$ cat config.mk
export PLATFORM = sky130hd
export DESIGN_NAME = reg_page_display
export DESIGN_NICKNAME = d
export VERILOG_FILES = /design/src/rtl/reg_page_display.sv
export SDC_FILE = /design/constraint.sdc
export NUM_CORES = 1
export LEC_CHECK = 0
export ABC_AREA = 1
export ABC_CLOCK_PERIOD_IN_PS = 5760
export CAP_MARGIN = 30
export CORE_ASPECT_RATIO = 2
export CORE_MARGIN = 10
export CORE_UTILIZATION = 52
export DETAILED_ROUTE_END_ITERATION = 7
export GPL_TIMING_DRIVEN = 0
export PLACE_DENSITY = 0.86
export SYNTH_ARGS = -nofsm -noshare
export SYNTH_HDL_FRONTEND = slang
export SYNTH_SLANG_ARGS = --single-unit
$ cat constraint.sdc
create_clock -name clock -period 5.76 [get_ports clock]
set_clock_uncertainty 0.2 [all_clocks]
set_input_delay 0.576 -clock clock [delete_from_list [all_inputs] [get_ports clock]]
set_output_delay 0.576 -clock clock [all_outputs]
set_load 0.03 [all_outputs]
$ cat src/rtl/reg_page_display.sv
// reg_page_display: shows one pair of the core's 16-bit register taps as eight
// hex digits on a time-multiplexed, active-low seven-segment bank.
// A snapshot of the selected pair is taken at every frame start, so the
// display never tears. The page is either chosen by page_sel or rotated
// automatically every AUTO_PAGE_FRAMES frames.
// Optional build macro: LEADING_ZERO_BLANK_EN blanks the leading zero nibbles
// of each register. Nibble [3:0] always stays lit.
module reg_page_display #(
    parameter int SCAN_DIV         = 1024,
    parameter int AUTO_PAGE_FRAMES = 256
) (
    input  logic        clock,
    input  logic        reset,
    input  logic [15:0] r0,
    input  logic [15:0] r1,
    input  logic [15:0] r2,
    input  logic [15:0] r3,
    input  logic [15:0] r4,
    input  logic [15:0] r5,
    input  logic [15:0] r6,
    input  logic [15:0] r7,
    input  logic [1:0]  page_sel,
    input  logic        auto_page,
    output logic [6:0]  seg,
    output logic        dp,
    output logic [7:0]  digit_en,
    output logic [1:0]  cur_page,
    output logic        frame_tick
);

    localparam int DIV_W  = $clog2(SCAN_DIV);
    localparam int FCNT_W = (AUTO_PAGE_FRAMES > 1) ? $clog2(AUTO_PAGE_FRAMES) : 1;
    localparam logic [DIV_W-1:0]  DIV_LAST  = DIV_W'(SCAN_DIV - 1);
    localparam logic [FCNT_W-1:0] FCNT_LAST = FCNT_W'(AUTO_PAGE_FRAMES - 1);

    // PRIME: waiting for the first snapshot after reset; SCAN: normal scanning
    typedef enum logic {ST_PRIME, ST_SCAN} state_t;

    state_t              state;
    state_t              state_nxt;
    logic [DIV_W-1:0]    div_cnt;
    logic [2:0]          digit_idx;
    logic [FCNT_W-1:0]   frame_cnt;
    logic [FCNT_W-1:0]   fcnt_nxt;
    logic [1:0]          page_nxt;
    logic                load_snap;
    logic [15:0]         even_q;
    logic [15:0]         odd_q;
    logic [7:0][15:0]    taps;
    logic                div_last;
    logic                frame_end;
    logic [15:0]         src;
    logic [1:0]          nib_pos;
    logic [3:0]          nib;
    logic                blank;

    // Taps gathered into one packed array so a page selects index {page, lsb}
    assign taps = {r7, r6, r5, r4, r3, r2, r1, r0};

    assign div_last  = (div_cnt == DIV_LAST);
    assign frame_end = div_last && (digit_idx == 3'd7);

    // Hex nibble to active-low {g,f,e,d,c,b,a}
    function automatic logic [6:0] hex_glyph(input logic [3:0] n);
        logic [6:0] g;
        case (n)
            4'h0: g = 7'h40;
            4'h1: g = 7'h79;
            4'h2: g = 7'h24;
            4'h3: g = 7'h30;
            4'h4: g = 7'h19;
            4'h5: g = 7'h12;
            4'h6: g = 7'h02;
            4'h7: g = 7'h78;
            4'h8: g = 7'h00;
            4'h9: g = 7'h10;
            4'hA: g = 7'h08;
            4'hB: g = 7'h03;
            4'hC: g = 7'h46;
            4'hD: g = 7'h21;
            4'hE: g = 7'h06;
            default: g = 7'h0E;
        endcase
        return g;
    endfunction

    // State register for the priming FSM
    always_ff @(posedge clock) begin
        if (reset) state <= ST_PRIME;
        else       state <= state_nxt;
    end

    // Next state plus page / frame-count decisions at priming and frame ends
    always_comb begin
        state_nxt = state;
        load_snap = 1'b0;
        page_nxt  = cur_page;
        fcnt_nxt  = frame_cnt;
        case (state)
            ST_PRIME: begin
                state_nxt = ST_SCAN;
                load_snap = 1'b1;
                page_nxt  = auto_page ? 2'd0 : page_sel;
                fcnt_nxt  = '0;
            end
            default: begin
                if (frame_end) begin
                    load_snap = 1'b1;
                    if (auto_page) begin
                        if (frame_cnt == FCNT_LAST) begin
                            fcnt_nxt = '0;
                            page_nxt = cur_page + 2'd1;
                        end else begin
                            fcnt_nxt = frame_cnt + FCNT_W'(1);
                        end
                    end else begin
                        page_nxt = page_sel;
                        fcnt_nxt = '0;
                    end
                end
            end
        endcase
    end

    // Scan counters, page register and frame-coherent snapshot
    always_ff @(posedge clock) begin
        if (reset) begin
            div_cnt    <= '0;
            digit_idx  <= 3'd0;
            frame_cnt  <= '0;
            cur_page   <= 2'd0;
            frame_tick <= 1'b0;
            even_q     <= 16'h0000;
            odd_q      <= 16'h0000;
        end else begin
            cur_page   <= page_nxt;
            frame_cnt  <= fcnt_nxt;
            frame_tick <= load_snap;
            if (load_snap) begin
                even_q <= taps[{page_nxt, 1'b0}];
                odd_q  <= taps[{page_nxt, 1'b1}];
            end
            // counters hold at zero during priming so scanning starts at digit 0
            if (state == ST_SCAN) begin
                div_cnt <= div_last ? '0 : div_cnt + DIV_W'(1);
                if (div_last) digit_idx <= digit_idx + 3'd1;
            end
        end
    end

    // Nibble selection: low four digits show the odd register, high four the even
    always_comb begin
        src     = digit_idx[2] ? even_q : odd_q;
        nib_pos = digit_idx[1:0];
        nib     = src[{nib_pos, 2'b00} +: 4];
`ifdef LEADING_ZERO_BLANK_EN
        blank   = (nib_pos != 2'd0) && ((src >> {nib_pos, 2'b00}) == 16'h0000);
`else
        blank   = 1'b0;
`endif
    end

    // Registered display drive, one cycle behind digit_idx and the snapshot
    always_ff @(posedge clock) begin
        if (reset || state != ST_SCAN) begin
            seg      <= 7'h7F;
            dp       <= 1'b1;
            digit_en <= 8'hFF;
        end else begin
            seg      <= blank ? 7'h7F : hex_glyph(nib);
            dp       <= (digit_idx != 3'd4);
            digit_en <= 8'hFF ^ (8'd1 << digit_idx);
        end
    end

endmodule
==> results of run 1 <==
-- cells by family (layout without fill, tap and decap cells) --
group | count (synthesis) | count (layout) | synth area share, %
DFF | 72 | 72 | 28.7
buffers and inverters | 270 | 436 | 22.5
adders and majority gates | 14 | 14 | 3.49
and+or+nand+nor | 381 | 381 | 34.3
AOI/OAI and AO/OA | 101 | 101 | 10.8
xor gates and xnor gates | 1 | 1 | 0.174
-- flip-flops by register name, indices dropped and copies added (netlist names), named ones only --
name        flops
dp              1
digit_idx       3
frame_tick      1
digit_en        7
seg             7
frame_cnt       8
div_cnt        10
state           1
even_q         16
cur_page        1
odd_q          16
-- routing by layer --
metal | vias up | global-route usage [%]
met1 | 2461 | 20.8
met2 | 216 | 41.1
met5 | - | 0
met4 | 0 | 14.3
met3 | 65 | 5.17
li1 | 2897 | -
-- cells in the mapped netlist, drive strengths merged --
library cell    n
nor2           46
a31oi           3
xnor2           1
o221ai          1
nand3         181
nor3            5
o22ai           6
and3            1
nand2         146
a211oi          2
o211ai          3
buf            37
inv           222
o21a            1
o31ai           1
o21ai          63
clkinv          2
o221a           1
ha             14
clkbuf          9
dfxtp          72
nor3b           2
a21oi          20
-- worst max path at each step --
stage	endpoint	slack [ns]	depth (start not counted)
5_1_grt	seg[0]	2.74	11
3_5_place_dp	seg[0]	3.10	11
6_report	seg[0]	3.03	11
4_1_cts	seg[0]	3.04	11
2_1_floorplan	seg[3]	3.53	10
3_3_place_gp	seg[0]	3.15	11
-- power groups by stage --
stage / combinational, mW / sequential (mW) / clock [mW]
5_1_grt: 0.351 / 0.540 / 0.738
6_report: 0.313 / 0.539 / 0.711
4_1_cts: 0.314 / 0.538 / 0.717
3_5_place_dp: 0.311 / 0.548 / 0
3_3_place_gp: 0.307 / 0.548 / 0
2_1_floorplan: 0.161 / 0.552 / 0
-- critical path: stages, from the launching register on --
cell and delay [ns]:
dfxtp_1 0.34, buf_2 0.18, buf_2 0.20, nor2_1 0.12, o22ai_1 0.10, o21ai_0 0.65
inv_1 0.19, ha_1 0.25, inv_1 0.07, nor2_1 0.07, o21ai_0 0.15, nand3_1 0.10
-- cell type report --
cell class              instances  area [sq um]  share of cell area (%)
multi-input cells             497          2450                    34.8
repair buffers                150          1500                    21.3
flip-flops and latches         72          1440                    20.5
inverters                     224           841                    11.9
plain buffers                  46           289                    4.11
clock buffers                  10           229                    3.25
clock inverters                 6           155                    2.20
well taps                     104           130                    1.85
-- metrics by stage --
stage          util [%]  std cells  power (mW)  worst slack [ns]
2_1_floorplan         -        839       0.713              3.53
3_3_place_gp       70.9       1093       0.855              3.15
3_5_place_dp       70.9       1093       0.860              3.10
4_1_cts            75.0       1109        1.57              3.04
5_1_grt            75.0       1109        1.63              2.74
6_report           75.0       1109        1.56              3.03
==> results.txt, run 1 <==
Psw -> 0.373 mW
H-tree depth -> 3
Hold_ws -> 0.298 ns
Power Density -> 222 nW/um^2
Status -> complete, no violations
First-pass DRT Iterations -> 5
Worst-path fanout max -> 10
Max Cap Viol -> 0
CTS tree -> yes
Final hold violations -> 0
DR WL/cell -> 14.0 microns
Synth area leaders -> dfxtp_1 29%, nand3_1 18%, inv_1 17%
Peak supply drop -> 0.185 mV
Leading cell type in the layout, fill and taps excluded -> inv_1
Synth Instances -> 839
Design area -> 7040 sq um
Worst min path class -> reg -> reg
Die height -> 159 microns
R2R depth -> 11
Crit path from -> digit_idx[2]
Setup-failing EPs final -> 0
Sw Ratio -> 23.9%
Total core area -> 9380 sq um
Area leader, netlist -> dfxtp_1
Comb pwr share -> 20.1%
Initial Utilization -> 53.5%
Clock period minus worst slack -> 2.73 ns
Uppermost routed layer -> met4
Crit Path Class -> reg -> reg
FP Rows -> 50
Total GRT Usage -> 22.4%
Slew HR -> 45.5%
Setup tns final -> 0 ns
P_leak -> 3.79 nW
Area share of the largest cell type after synthesis -> 28.7%
Initial antenna violation count -> 0
Post-CTS Hold Buffers -> 0
Met3 WL -> 853 microns
Nets -> 1147
Worst-Skew Late Latency -> 0.33 ns
Via count of the first global-routing pass -> 5635
Met2 WL -> 8.48 mm
Boundary Pins -> 152
Int Power -> 1.19 mW
Post-Route WL -> 15.5 mm
DRT iter0 DRCs -> 363
Clk root buf -> clkbuf_16
CP endpoint kind -> flip-flop
Maximum root-to-sink buffer count -> 2
Post-Syn Area -> 5020 sq um
Fin crit share -> 47.4%
Post-DP HPWL -> 12.7 mm
Met1 wire length -> 5.26 mm
Hold depth -> 2
Layout cells sized above 1 -> 6.07%
ANT nets after route -> 0
DIE AREA -> 14200 sq um
Reg2Reg Setup Slack -> 3.03 ns
Sequential share of the synthesized area -> 28.7%
Hold worst-path end -> frame_cnt[1]
Worst-Margin Slew -> 0.809 ns
Syn Area/Cell -> 5.98 sq um
Inserted Clock Buffers -> 9
Fill count -> 787
Critical Path AT -> 2.74 ns
CTS resizes -> 0
RSZ-0062 raised after global routing -> no
Worst hold path startpoint -> frame_cnt[1]
Worst R2R Start -> digit_idx[2]
Via count -> 5639
Clk pwr share -> 45.5%
DR DRC count -> 0
Dpl cell area -> 6650 sq um
Startpoint types -> flip-flop
Total number of yosys warnings -> 0
Synth Register Bits -> 72
Postcts setup bufs -> 0
Port bufs -> 150
Pins Over Slew Limit -> 0
Die X-Extent -> 89.5 microns
Worst-path clk slew -> 0.06 ns
DR vias/cell -> 5.08
CTS sink count -> 72
GRT Residual Overflow -> 0
Largest net degree at the start of global routing -> 13
Flop pwr share -> 34.5%
First-pass GRT wire length -> 25.5 mm
Required @ worst endpoint -> 5.77 ns
Gp weighted congestion -> 0.940
R2R Path End -> seg[0]
Most frequent cells in the layout -> 221 x inv_1, 180 x nand3_1, 150 x clkdlybuf4s50_1, 141 x nand2_1, 72 x dfxtp_1
Count of cell types in the netlist -> 32
Area delta synth->final -> 40.1%
Maximum clock rate -> 366 MHz
Antenna diode count -> 0
Post-synthesis net count -> 986
Power figures use the tool's default switching activity.
==> run 2, diff against run 1 <==
--- a/config.mk
+++ b/config.mk
@@ -6,14 +6,14 @@
 export NUM_CORES = 1
 export LEC_CHECK = 0
 export ABC_AREA = 1
-export ABC_CLOCK_PERIOD_IN_PS = 5760
+export ABC_CLOCK_PERIOD_IN_PS = 2200
 export CAP_MARGIN = 30
 export CORE_ASPECT_RATIO = 2
 export CORE_MARGIN = 10
-export CORE_UTILIZATION = 52
+export CORE_UTILIZATION = 43
 export DETAILED_ROUTE_END_ITERATION = 7
 export GPL_TIMING_DRIVEN = 0
-export PLACE_DENSITY = 0.86
+export PLACE_DENSITY = 0.76
 export SYNTH_ARGS = -nofsm -noshare
 export SYNTH_HDL_FRONTEND = slang
 export SYNTH_SLANG_ARGS = --single-unit
==> constraint.sdc (replaced) <==
create_clock -name clock -period 2.2 [get_ports clock]
set_clock_uncertainty 0.2 [all_clocks]
set_input_delay 0.22 -clock clock [delete_from_list [all_inputs] [get_ports clock]]
set_output_delay 0.22 -clock clock [all_outputs]
set_load 0.03 [all_outputs]
==> results.txt, run 2 (same netlist as run 1, synthesis figures left out) <==
Most frequent CP cell -> nand2_4
Initial antenna violation count -> 1 (+1)
Fill count -> 950 (+21%)
FP Rows -> 55 (+10%)
DRT iter0 DRCs -> 345 (-5.0%)
Worst path cell trace -> ha_4, inv_2, nor2_4, nand3_4, nor2_8, nand2_4, nand2_4, nand2_4, nand2_4, buf_8, buf_6, buf_8, nand2_2, nand3_2, nand3_2, nand2_1, inv_1
ANT nets after route -> 0 (unchanged)
Layout cells sized above 1 -> 20.2% (+14 points)
Final hold violations -> 0 (unchanged)
First-pass DRT Iterations -> 8 (+3)
Overall power -> 3.82 mW (+140%)
First-pass GRT wire length -> 27.4 mm (+7.3%)
Slew HR -> 70.3% (+25 points)
Most frequent cells in the layout -> 212 x inv_1, 150 x clkdlybuf4s50_1, 126 x nand3_1, 117 x nand2_1, 62 x dfxtp_1
Total GRT Usage -> 20.7% (-1.8 points)
Startpoint types -> flip-flop
DIE AREA -> 16700 sq um (+17%)
Power Density -> 484 nW/um^2 (+120%)
Total core area -> 11400 sq um (+21%)
DR DRC count -> 2 (+2)
Boundary Pins -> 152 (unchanged)
Reg2Reg Setup Slack -> -0.05 ns (-3.08 ns)
GRT Residual Overflow -> 0 (unchanged)
Leading cell type in the layout, fill and taps excluded -> inv_1
Crit-path slowest cell -> dfxtp_4
Setup-failing EPs final -> 28 (+28)
Dpl cell area -> 6700 sq um (+0.71%)
Maximum clock rate -> 445 MHz (+22%)
CTS sink count -> 72 (unchanged)
R2R depth -> 17 (+6)
Via count -> 5877 (+4.2%)
CP endpoint kind -> flip-flop
Area delta synth->final -> 57.2%
Worst R2R Start -> div_cnt[0]
Die height -> 173 microns (+8.7%)
Maximum root-to-sink buffer count -> 2 (unchanged)
DR vias/cell -> 5.00 (-1.7%)
Design area -> 7900 sq um (+12%)
P_leak -> 4.09 nW (+7.7%)
Inserted Clock Buffers -> 9 (unchanged)
Largest regs -> even_q x16, odd_q x16, div_cnt x10
Critical Path AT -> 2.28 ns (-0.46 ns)
Initial Utilization -> 44.2% (-9.3 points)
Nets -> 1176 (+2.5%)
Final worst slack -> -0.0465 ns (-3.08 ns)
CP peak stage delay -> 0.36 ns (-0.29 ns)
Max Cap Viol -> 0 (unchanged)
Largest net degree at the start of global routing -> 12 (-1)
Peak supply drop -> 0.495 mV (+170%)
Via count of the first global-routing pass -> 5863 (+4.0%)
Gp weighted congestion -> 0.905 (-3.7%)
Hold depth -> 2 (unchanged)
DR WL/cell -> 15.1 microns (+8.3%)
Pins Over Slew Limit -> 0 (unchanged)
Failing checks -> DRC, setup timing
Worst min path class -> in -> reg
Die X-Extent -> 96.4 microns (+7.7%)
Status -> finished with violations
Post-CTS Hold Buffers -> 0 (unchanged)
Worst-path fanout max -> 7 (-3)
Worst-Skew Late Latency -> 0.34 ns (about the same)
CTS tree -> yes
Clk root buf -> clkbuf_16
R2R Path End -> even_q[5]
Port bufs -> 150 (unchanged)
Setup tns final -> -0.580 ns (-0.580 ns)
Final core utilization -> 69.5% (-5.5 points)
Crit Path Class -> reg -> reg
Hold worst-path end -> frame_tick
Fin crit share -> 102% (+55 points)
Clock period minus worst slack -> 2.25 ns (-0.484 ns)
Post-DP HPWL -> 13.0 mm (+2.6%)
RSZ-0062 raised after global routing -> yes
Required @ worst endpoint -> 2.24 ns (-3.53 ns)
Post-Route WL -> 17.8 mm (+15%)
Worst-path clk slew -> 0.05 ns (about the same)
Worst-Margin Slew -> 0.446 ns (-0.363 ns)
Post-placement setup slack -> -0.401 ns (-3.51 ns)
H-tree depth -> 3 (unchanged)
Worst hold path startpoint -> reset
## run 2: cell types whose count changed in the layout (fill, tap and decap cells not counted), moves of 10 or more
cell and change:
nand3_1 -54, nand2_2 +15, buf_2 -14, nand3_2 +54, nand2_1 -24, o21ai_0 -10
buf_4 +31, dfxtp_1 -10
## run 2: worst max-delay path by stage
stage,start,slack (ns),cells after the start,end
detailed placement,digit_idx[2],-0.40,12,seg[0]
global route,digit_idx[2],-0.17,10,seg[3]
floorplan,digit_idx[2],0.03,11,seg[3]
global placement,digit_idx[2],-0.36,11,seg[3]
finish,div_cnt[0],-0.05,17,even_q[5]
CTS,div_cnt[1],-0.05,16,even_q[9]
## run 2: critical path, delay by kind of cell (launching register included)
family,cells,cell delay [ns]
fa+ha+maj,1,0.15
flops,1,0.36
buf+inv,5,0.43
simple gates,11,0.97
## run 2: cell type report
cell class | instances | area, sq um | area share [%]
timing repair buffer | 179 | 1760 | 22.3
sequential | 72 | 1470 | 18.6
buffer | 46 | 399 | 5.06
clock inverter | 4 | 45.0 | 0.571
multi-input combinational | 497 | 2950 | 37.4
tap | 142 | 178 | 2.25
antenna | 1 | 2.50 | 0.0317
clock buffer | 11 | 243 | 3.07
inverter | 224 | 853 | 10.8
## run 2: routing by layer
metal | part of all wire [%] | global-route usage [%]
met3 | 4.6 | 3.69
met4 | 5.2 | 11.8
met5 | 0 | 0
met2 | 57 | 39.6
met1 | 34 | 18.8
## run 2: per-stage QoR
stage                     hold WS, ns  instances
after floorplan                 0.259        839
after global placement          0.273       1131
after detailed placement        0.278       1131
after CTS                      0.0448       1160
after global routing           0.0702       1176
final                          0.0420       1176
## run 2: report_power, final
part	total, mW	switching (mW)	internal, mW
clock	1.43	0.538	0.896
combinational	0.977	0.490	0.487
sequential	1.41	0.0410	1.37
total	3.82	1.07	2.75
## run 2: timing repair
action                                  in CTS  in global routing
setup buffers                               11                 15
gates resized for setup                     82                120
gates cloned                                 3                  0
endpoints found under the setup margin      41                 41
pin swaps                                   22                 49
